**src/rtl/controle_load_store.sv**
```systemverilog
// Multi-cycle sequencer for the shared add/sub + address datapath: accepts ADD/SUB/LD/SD,
// steers register addresses and datapath controls, and runs a req/ack data-memory access.
module controle_load_store #(
    parameter int DATA_WIDTH  = 64,
    parameter int MEM_TIMEOUT = 16
) (
    input  logic                  clk,
    input  logic                  reset,
    input  logic [31:0]           instr,
    input  logic                  instr_valid,
    output logic                  instr_ready,
    output logic [4:0]            ra_addr,
    output logic [4:0]            rb_addr,
    output logic [4:0]            rd_addr,
    output logic [DATA_WIDTH-1:0] offset,
    output logic                  op_mem,
    output logic                  add_sub,
    output logic                  mem_req,
    output logic                  mem_we,
    input  logic                  mem_ack,
    input  logic [DATA_WIDTH-1:0] mem_rdata,
    output logic [DATA_WIDTH-1:0] wb_data,
    output logic                  wb_sel,
    output logic                  reg_we,
    output logic                  done,
    output logic                  illegal,
    output logic                  err
);

    localparam logic [2:0] S_IDLE   = 3'd0;
    localparam logic [2:0] S_DECODE = 3'd1;
    localparam logic [2:0] S_EXEC   = 3'd2;
    localparam logic [2:0] S_MEM    = 3'd3;
    localparam logic [2:0] S_WB     = 3'd4;
    localparam logic [2:0] S_ERR    = 3'd5;

    localparam logic [6:0] OPC_R  = 7'b0110011;
    localparam logic [6:0] OPC_LD = 7'b0000011;
    localparam logic [6:0] OPC_SD = 7'b0100011;
    localparam logic [7:0] TIMEOUT_LAST = 8'(MEM_TIMEOUT - 1);

    logic [2:0] state_reg, state_next;
    logic [7:0] mem_cnt_reg;

    // Field extraction from the offered instruction word
    logic [6:0]  opcode;
    logic [2:0]  funct3;
    logic [6:0]  funct7;
    logic [4:0]  rs1, rs2, rd;
    logic [11:0] imm_i, imm_s;
    logic [DATA_WIDTH-1:0] imm_i_sext, imm_s_sext;

    assign opcode = instr[6:0];
    assign rd     = instr[11:7];
    assign funct3 = instr[14:12];
    assign rs1    = instr[19:15];
    assign rs2    = instr[24:20];
    assign funct7 = instr[31:25];
    assign imm_i  = instr[31:20];
    assign imm_s  = {instr[31:25], instr[11:7]};

    assign imm_i_sext[11:0] = imm_i;
    assign imm_s_sext[11:0] = imm_s;
    generate
        for (genvar gi = 12; gi < DATA_WIDTH; gi++) begin : g_sext
            assign imm_i_sext[gi] = imm_i[11];
            assign imm_s_sext[gi] = imm_s[11];
        end
    endgenerate

    logic is_add, is_sub, is_ld, is_sd;
    assign is_add = (opcode == OPC_R) && (funct3 == 3'b000) && (funct7 == 7'b0000000);
    assign is_sub = (opcode == OPC_R) && (funct3 == 3'b000) && (funct7 == 7'b0100000);
    assign is_ld  = (opcode == OPC_LD) && (funct3 == 3'b011);
    assign is_sd  = (opcode == OPC_SD) && (funct3 == 3'b011);

    // Decoded controls, captured at the handshake so they are valid throughout DECODE
    logic [4:0]            dec_ra, dec_rb, dec_rd;
    logic [DATA_WIDTH-1:0] dec_offset;
    logic                  dec_op_mem, dec_add_sub, dec_ill, dec_wb_en;

    always_comb begin
        dec_ra      = 5'd0;
        dec_rb      = 5'd0;
        dec_rd      = 5'd0;
        dec_offset  = '0;
        dec_op_mem  = 1'b0;
        dec_add_sub = 1'b0;
        dec_ill     = 1'b0;
        dec_wb_en   = 1'b0;
        if (is_add || is_sub) begin
            dec_ra      = rs1;
            dec_rb      = rs2;
            dec_rd      = rd;
            dec_add_sub = is_sub;
            dec_wb_en   = (rd != 5'd0);
        end else if (is_ld) begin
            dec_rb     = rs1;
            dec_rd     = rd;
            dec_offset = imm_i_sext;
            dec_op_mem = 1'b1;
            dec_wb_en  = (rd != 5'd0);
        end else if (is_sd) begin
            dec_ra     = rs2;
            dec_rb     = rs1;
            dec_offset = imm_s_sext;
            dec_op_mem = 1'b1;
        end else begin
            dec_ill = 1'b1;
        end
    end

    logic instr_ready_reg, handshake;
    assign handshake = (state_reg == S_IDLE) && instr_valid && instr_ready_reg;

    logic                  ld_reg, sd_reg, ill_reg, wb_en_reg;
    logic [4:0]            ra_reg, rb_reg, rd_reg;
    logic [DATA_WIDTH-1:0] offset_reg, wb_data_reg;
    logic                  op_mem_reg, add_sub_reg;

    always_comb begin
        state_next = state_reg;
        case (state_reg)
            S_IDLE:   if (handshake) state_next = S_DECODE;
            S_DECODE: state_next = ill_reg ? S_IDLE : S_EXEC;
            S_EXEC:   state_next = (ld_reg || sd_reg) ? S_MEM : S_WB;
            S_MEM: begin
                if (mem_ack)
                    state_next = S_WB;
                else if (mem_cnt_reg == TIMEOUT_LAST)
                    state_next = S_ERR;
            end
            S_WB:     state_next = S_IDLE;
            S_ERR:    state_next = S_ERR;
            default:  state_next = S_IDLE;
        endcase
    end

    logic mem_req_reg, mem_we_reg, wb_sel_reg, reg_we_reg, done_reg, illegal_reg, err_reg;

    always_ff @(posedge clk) begin
        if (reset) begin
            state_reg       <= S_IDLE;
            mem_cnt_reg     <= 8'd0;
            ld_reg          <= 1'b0;
            sd_reg          <= 1'b0;
            ill_reg         <= 1'b0;
            wb_en_reg       <= 1'b0;
            ra_reg          <= 5'd0;
            rb_reg          <= 5'd0;
            rd_reg          <= 5'd0;
            offset_reg      <= '0;
            op_mem_reg      <= 1'b0;
            add_sub_reg     <= 1'b0;
            wb_data_reg     <= '0;
            instr_ready_reg <= 1'b0;
            mem_req_reg     <= 1'b0;
            mem_we_reg      <= 1'b0;
            wb_sel_reg      <= 1'b0;
            reg_we_reg      <= 1'b0;
            done_reg        <= 1'b0;
            illegal_reg     <= 1'b0;
            err_reg         <= 1'b0;
        end else begin
            state_reg <= state_next;

            if (handshake) begin
                ld_reg      <= is_ld;
                sd_reg      <= is_sd;
                ill_reg     <= dec_ill;
                wb_en_reg   <= dec_wb_en;
                ra_reg      <= dec_ra;
                rb_reg      <= dec_rb;
                rd_reg      <= dec_rd;
                offset_reg  <= dec_offset;
                op_mem_reg  <= dec_op_mem;
                add_sub_reg <= dec_add_sub;
            end

            // Counter restarts on every MEM entry and advances only while waiting
            if (state_reg != S_MEM)
                mem_cnt_reg <= 8'd0;
            else
                mem_cnt_reg <= mem_cnt_reg + 8'd1;

            if ((state_reg == S_MEM) && mem_ack && ld_reg)
                wb_data_reg <= mem_rdata;

            // Outputs are registered from the next state so they align with it
            instr_ready_reg <= (state_next == S_IDLE);
            mem_req_reg     <= (state_next == S_MEM);
            mem_we_reg      <= (state_next == S_MEM) && sd_reg;
            wb_sel_reg      <= (state_next == S_WB) && ld_reg;
            reg_we_reg      <= (state_next == S_WB) && wb_en_reg;
            done_reg        <= (state_next == S_WB);
            illegal_reg     <= handshake && dec_ill;
            err_reg         <= (state_next == S_ERR);
        end
    end

    assign instr_ready = instr_ready_reg;
    assign ra_addr     = ra_reg;
    assign rb_addr     = rb_reg;
    assign rd_addr     = rd_reg;
    assign offset      = offset_reg;
    assign op_mem      = op_mem_reg;
    assign add_sub     = add_sub_reg;
    assign mem_req     = mem_req_reg;
    assign mem_we      = mem_we_reg;
    assign wb_data     = wb_data_reg;
    assign wb_sel      = wb_sel_reg;
    assign reg_we      = reg_we_reg;
    assign done        = done_reg;
    assign illegal     = illegal_reg;
    assign err         = err_reg;

endmodule

```
**config.mk**
```make
export PLATFORM = sky130hd
export DESIGN_NAME = controle_load_store
export DESIGN_NICKNAME = d
export VERILOG_FILES = /design/src/rtl/controle_load_store.sv
export SDC_FILE = /design/constraint.sdc
export NUM_CORES = 1
export LEC_CHECK = 0
export ABC_CLOCK_PERIOD_IN_PS = 2050
export BUFFER_PORTS_ARGS = -buffer_cell sky130_fd_sc_hd__buf_2
export CORE_MARGIN = 4
export CORE_UTILIZATION = 45
export DETAILED_ROUTE_END_ITERATION = 10
export GPL_ROUTABILITY_DRIVEN = 0
export PLACE_DENSITY = 0.91
export SLEW_MARGIN = 5
export SYNTH_ARGS = -nofsm -noshare
export SYNTH_HDL_FRONTEND = slang
export SYNTH_SLANG_ARGS = --single-unit
```
**constraint.sdc**
```tcl
create_clock -name clk -period 2.05 [get_ports clk]
set_input_delay 0.41 -clock clk [delete_from_list [all_inputs] [get_ports clk]]
set_output_delay 0.41 -clock clk [all_outputs]
set_load 0.05 [all_outputs]
```
Word level (Yosys, flattened, before mapping)
Cells that the tools add are included.
{"block": "totals", "register_bits": 168, "inputBits": 100}
{"block": "classes", "addsub": 1, "muxes": 26, "n_reduce_logical": 21, "n_eq_ne": 14}
{"op": "64-bit two-way mux", "count": 3}
{"op": "5-bit two-way mux", "count": 8}
{"op": "7-bit by 6-bit == test with 1-bit output (second input constant)", "count": 3}
{"op": "3-bit one-hot mux with 5 select lines", "count": 1}
{"op": "1-bit logical AND", "count": 13}
{"op": "3-bit by 2-bit == test with 1-bit output (second input constant)", "count": 4}
{"op": "3-bit two-way mux", "count": 4}
{"op": "3-bit == test (second input constant)", "count": 3}
{"op": "3-bit logical NOT", "count": 3}
{"op": "1-bit two-way mux", "count": 9}
{"op": "8-bit by 1-bit adder with 8-bit output (second input constant)", "count": 1}
{"op": "8-bit by 4-bit == test with 1-bit output (second input constant)", "count": 1}
{"op": "7-bit by 2-bit == test with 1-bit output (second input constant)", "count": 1}
{"op": "7-bit logical NOT", "count": 1}
{"op": "5-bit nonzero test", "count": 1}
{"op": "3-bit by 1-bit == test with 1-bit output (second input constant)", "count": 1}
{"op": "3-bit by 2-bit inequality test with 1-bit output (second input constant)", "count": 1}
{"op": "1-bit logical OR", "count": 2}
{"op": "2-bit two-way mux", "count": 1}
{"op": "2-bit OR reduction", "count": 1}

Depth between registers and ports, before layout
{"block": "logic_depth", "word_depth": 7, "ltp_mapped": 7}

Worst setup path before layout
No wires, ideal clock.
{"block": "synth_path", "path_type": "register to output", "start": "register, netlist name offset[62]", "end": "output offset[12]", "arrival_ns": 1.840, "stages_incl_launch_ff": 2, "slack_ns": -0.200, "path_buffers": 1, "path_cell_list": "dfxtp_1 buf_4"}
{"item": "end, declared", "line_no": "15", "source": "output logic [DATA_WIDTH-1:0] offset,"}

==> metrics <==
WL final=12.3 mm; top cell type's share of synthesized area=49.6%; Final #Nets=827; CTS tree=yes; Port Buffers=252; Yosys top cell by area=dfxtp_1; Post-synth EDFFs=0; max reg flops=64; period utilisation layout=87.4%; required time worst endpoint=1.64 ns; drt initial violations=396; outcome=finished, final reports clean; Layout Skew=0.00659 ns; # fillers=907; sum of buffers and inverters on the critical path=1; DRC violations left=0; vias in the first global route=3667; hold crit path type=input port to flip-flop; Slew HR=65.3%; CTS Sinks=116; synth top area cells=dfxtp_1, nand2_1, buf_4; RSZ-0062 raised after global routing=no; cell count after synthesis=528; H-Tree Depth=4; clk buf depth=2; final slew viol count=0; clock-pin slew on the worst setup and hold paths=0.05 ns; post-route setup TNS=0 ns; CTS Buf Count=17; Static Leak=0.00297 uW; Worst Setup Start Kind=flip-flop; slowest library cell on the worst path=dfxtp_4; total global routing overflow=0; worst-margin pin slew=0.521 ns; Worst path max stage delay=0.56 ns; Via Count=4179; CTS root buffer=clkbuf_8; setup bufs post-CTS=0; clock latency on the worst-skew pair=0.48 ns; Setup Viol. Count Final=0; Pre-antenna DRT Iters=4; vias per cell=4.79; Final Util=62.7%; initial antenna violation count=1; Syn Std Cell Area=4680 um2; pwr dens=850 nW/um2; Net Count, Synth=629; Max-cap violations=0; Synth Flop Type=dfxtp_1; Fin. Hold Viols=0; Die X-Extent=110 um; commonest cells in the synthesized netlist=nand2_1, dfxtp_1, a21oi_1; Core Region=9950 um2; critical path arrival=1.38 ns; Async SR Flop Fraction=0%; largest net degree at the start of global routing=64; hpwl dp=8.94 mm; Mapped Avg Cell Area=8.87 um2; synthesis warning total=0; top-count cell post-synth=nand2_1; Routed Antenna Nets=0; Die Span Y=110 um; fin crit period=1.79 ns; drt wl/cell=14.1 um; CP max FO=54; die area=12100 um2; # IOs=253; critical path's top delay family=flip-flops; crit path kind=flip-flop to output pin; count of cell types in the netlist=49; Starting Density=47.0%; post-synthesis register bit count=116; Tot GR Track Use=19.1%; P&R area growth vs syn=33.2%; crit-path cells=buf_2; layout cells sized above 1=42.5%; FMAX=558 MHz; row count=36; Max IR drop VDD=0.475 mV; Crit. End Element=output pin; Seq/Total Area, Yosys=49.6%; first-pass GRT wire length=18.1 mm
-- through the flow --
step | area [um2] | total power (uW) | std cells | hold WS [ns] | setup WS, ns
3_5_place_dp | 5660 | 2570 | 840 | 0.438 | 0.297
3_3_place_gp | 5660 | 2570 | 840 | 0.429 | 0.347
5_1_grt | 6240 | 5490 | 872 | 0.125 | 0.114
2_1_floorplan | 4680 | 2430 | 528 | 0.413 | 0.321
6_report | 6240 | 5300 | 872 | 0.150 | 0.259
4_1_cts | 6230 | 5360 | 871 | 0.123 | 0.00891
-- layout make-up --
| class | instances | area, um2 | share of cell area [%] |
|---|---|---|---|
| tap | 133 | 166 | 2.67 |
| clock buffer | 23 | 467 | 7.48 |
| timing repair buffer | 260 | 1360 | 21.8 |
| sequential | 116 | 2330 | 37.3 |
| inverter | 6 | 22.5 | 0.361 |
| clock inverter | 8 | 101 | 1.62 |
| multi-input combinational | 325 | 1790 | 28.7 |
| antenna | 1 | 2.50 | 0.0401 |
-- worst paths after layout --
| kind | slack (ns) | cells past startpoint | from | to |
|---|---|---|---|---|
| worst min-delay path | 0.15 | 2 | instr[31] | offset[62] |
| worst max register to register | 0.27 | 5 | state_reg[0] | reg_we |
| worst min register to register | 0.44 | 1 | mem_cnt_reg[0] | mem_cnt_reg[0] |
| worst max-delay path | 0.26 | 1 | offset[62] | offset[59] |
-- cell usage in the layout, fill, tap and decap left out, drive strengths merged, types with 2 or more instances in the layout --
cell type,count
a22o,20
nor4,4
and2,10
mux2,5
nand3,10
clkinvlp,3
and3,3
xnor2,2
nand3b,3
and3b,2
bufinv,2
nand2,134
inv,6
and4bb,3
nor2,23
clkinv,3
clkbuf,23
a221o,9
buf,260
or4,2
dfxtp,116
a21oi,68
nor3,5
xor2,4
-- metal layers --
| layer | vias to the layer above | track usage, % | wire (um) |
|---|---|---|---|
| li1 | 2120 | - | - |
| met1 | 1903 | 23.7 | 5030 |
| met2 | 141 | 32.1 | 6320 |
| met3 | 15 | 4.48 | 707 |
| met4 | 0 | 6.86 | 236 |
| met5 | - | 0 | 0 |
-- logic make-up after synthesis --
| group | after synthesis | share of synthesized area (%) |
|---|---|---|
| xor+xnor | 6 | 1.12 |
| buf+inv | 87 | 12.2 |
| mux | 5 | 1.20 |
| simple gates | 205 | 20.3 |
| compound gates | 108 | 15.3 |
| flops | 116 | 49.6 |
| fa+ha+maj | 1 | 0.267 |
-- power by group --
group	switching (uW)	internal [uW]	leakage, uW	total [uW]
sequential	9.45	2260	0.000936	2270
clock	962	1820	0.000270	2780
combinational	136	112	0.00176	247
-- repair_timing --
| action | in CTS | in global routing |
|---|---|---|
| endpoints found under the setup margin | 0 | 53 |
| hold buffers | 0 | 0 |
| hold endpoints to repair | 0 | 0 |
| gates resized for setup | 0 | 1 |
(Power assumes the default switching activity.)
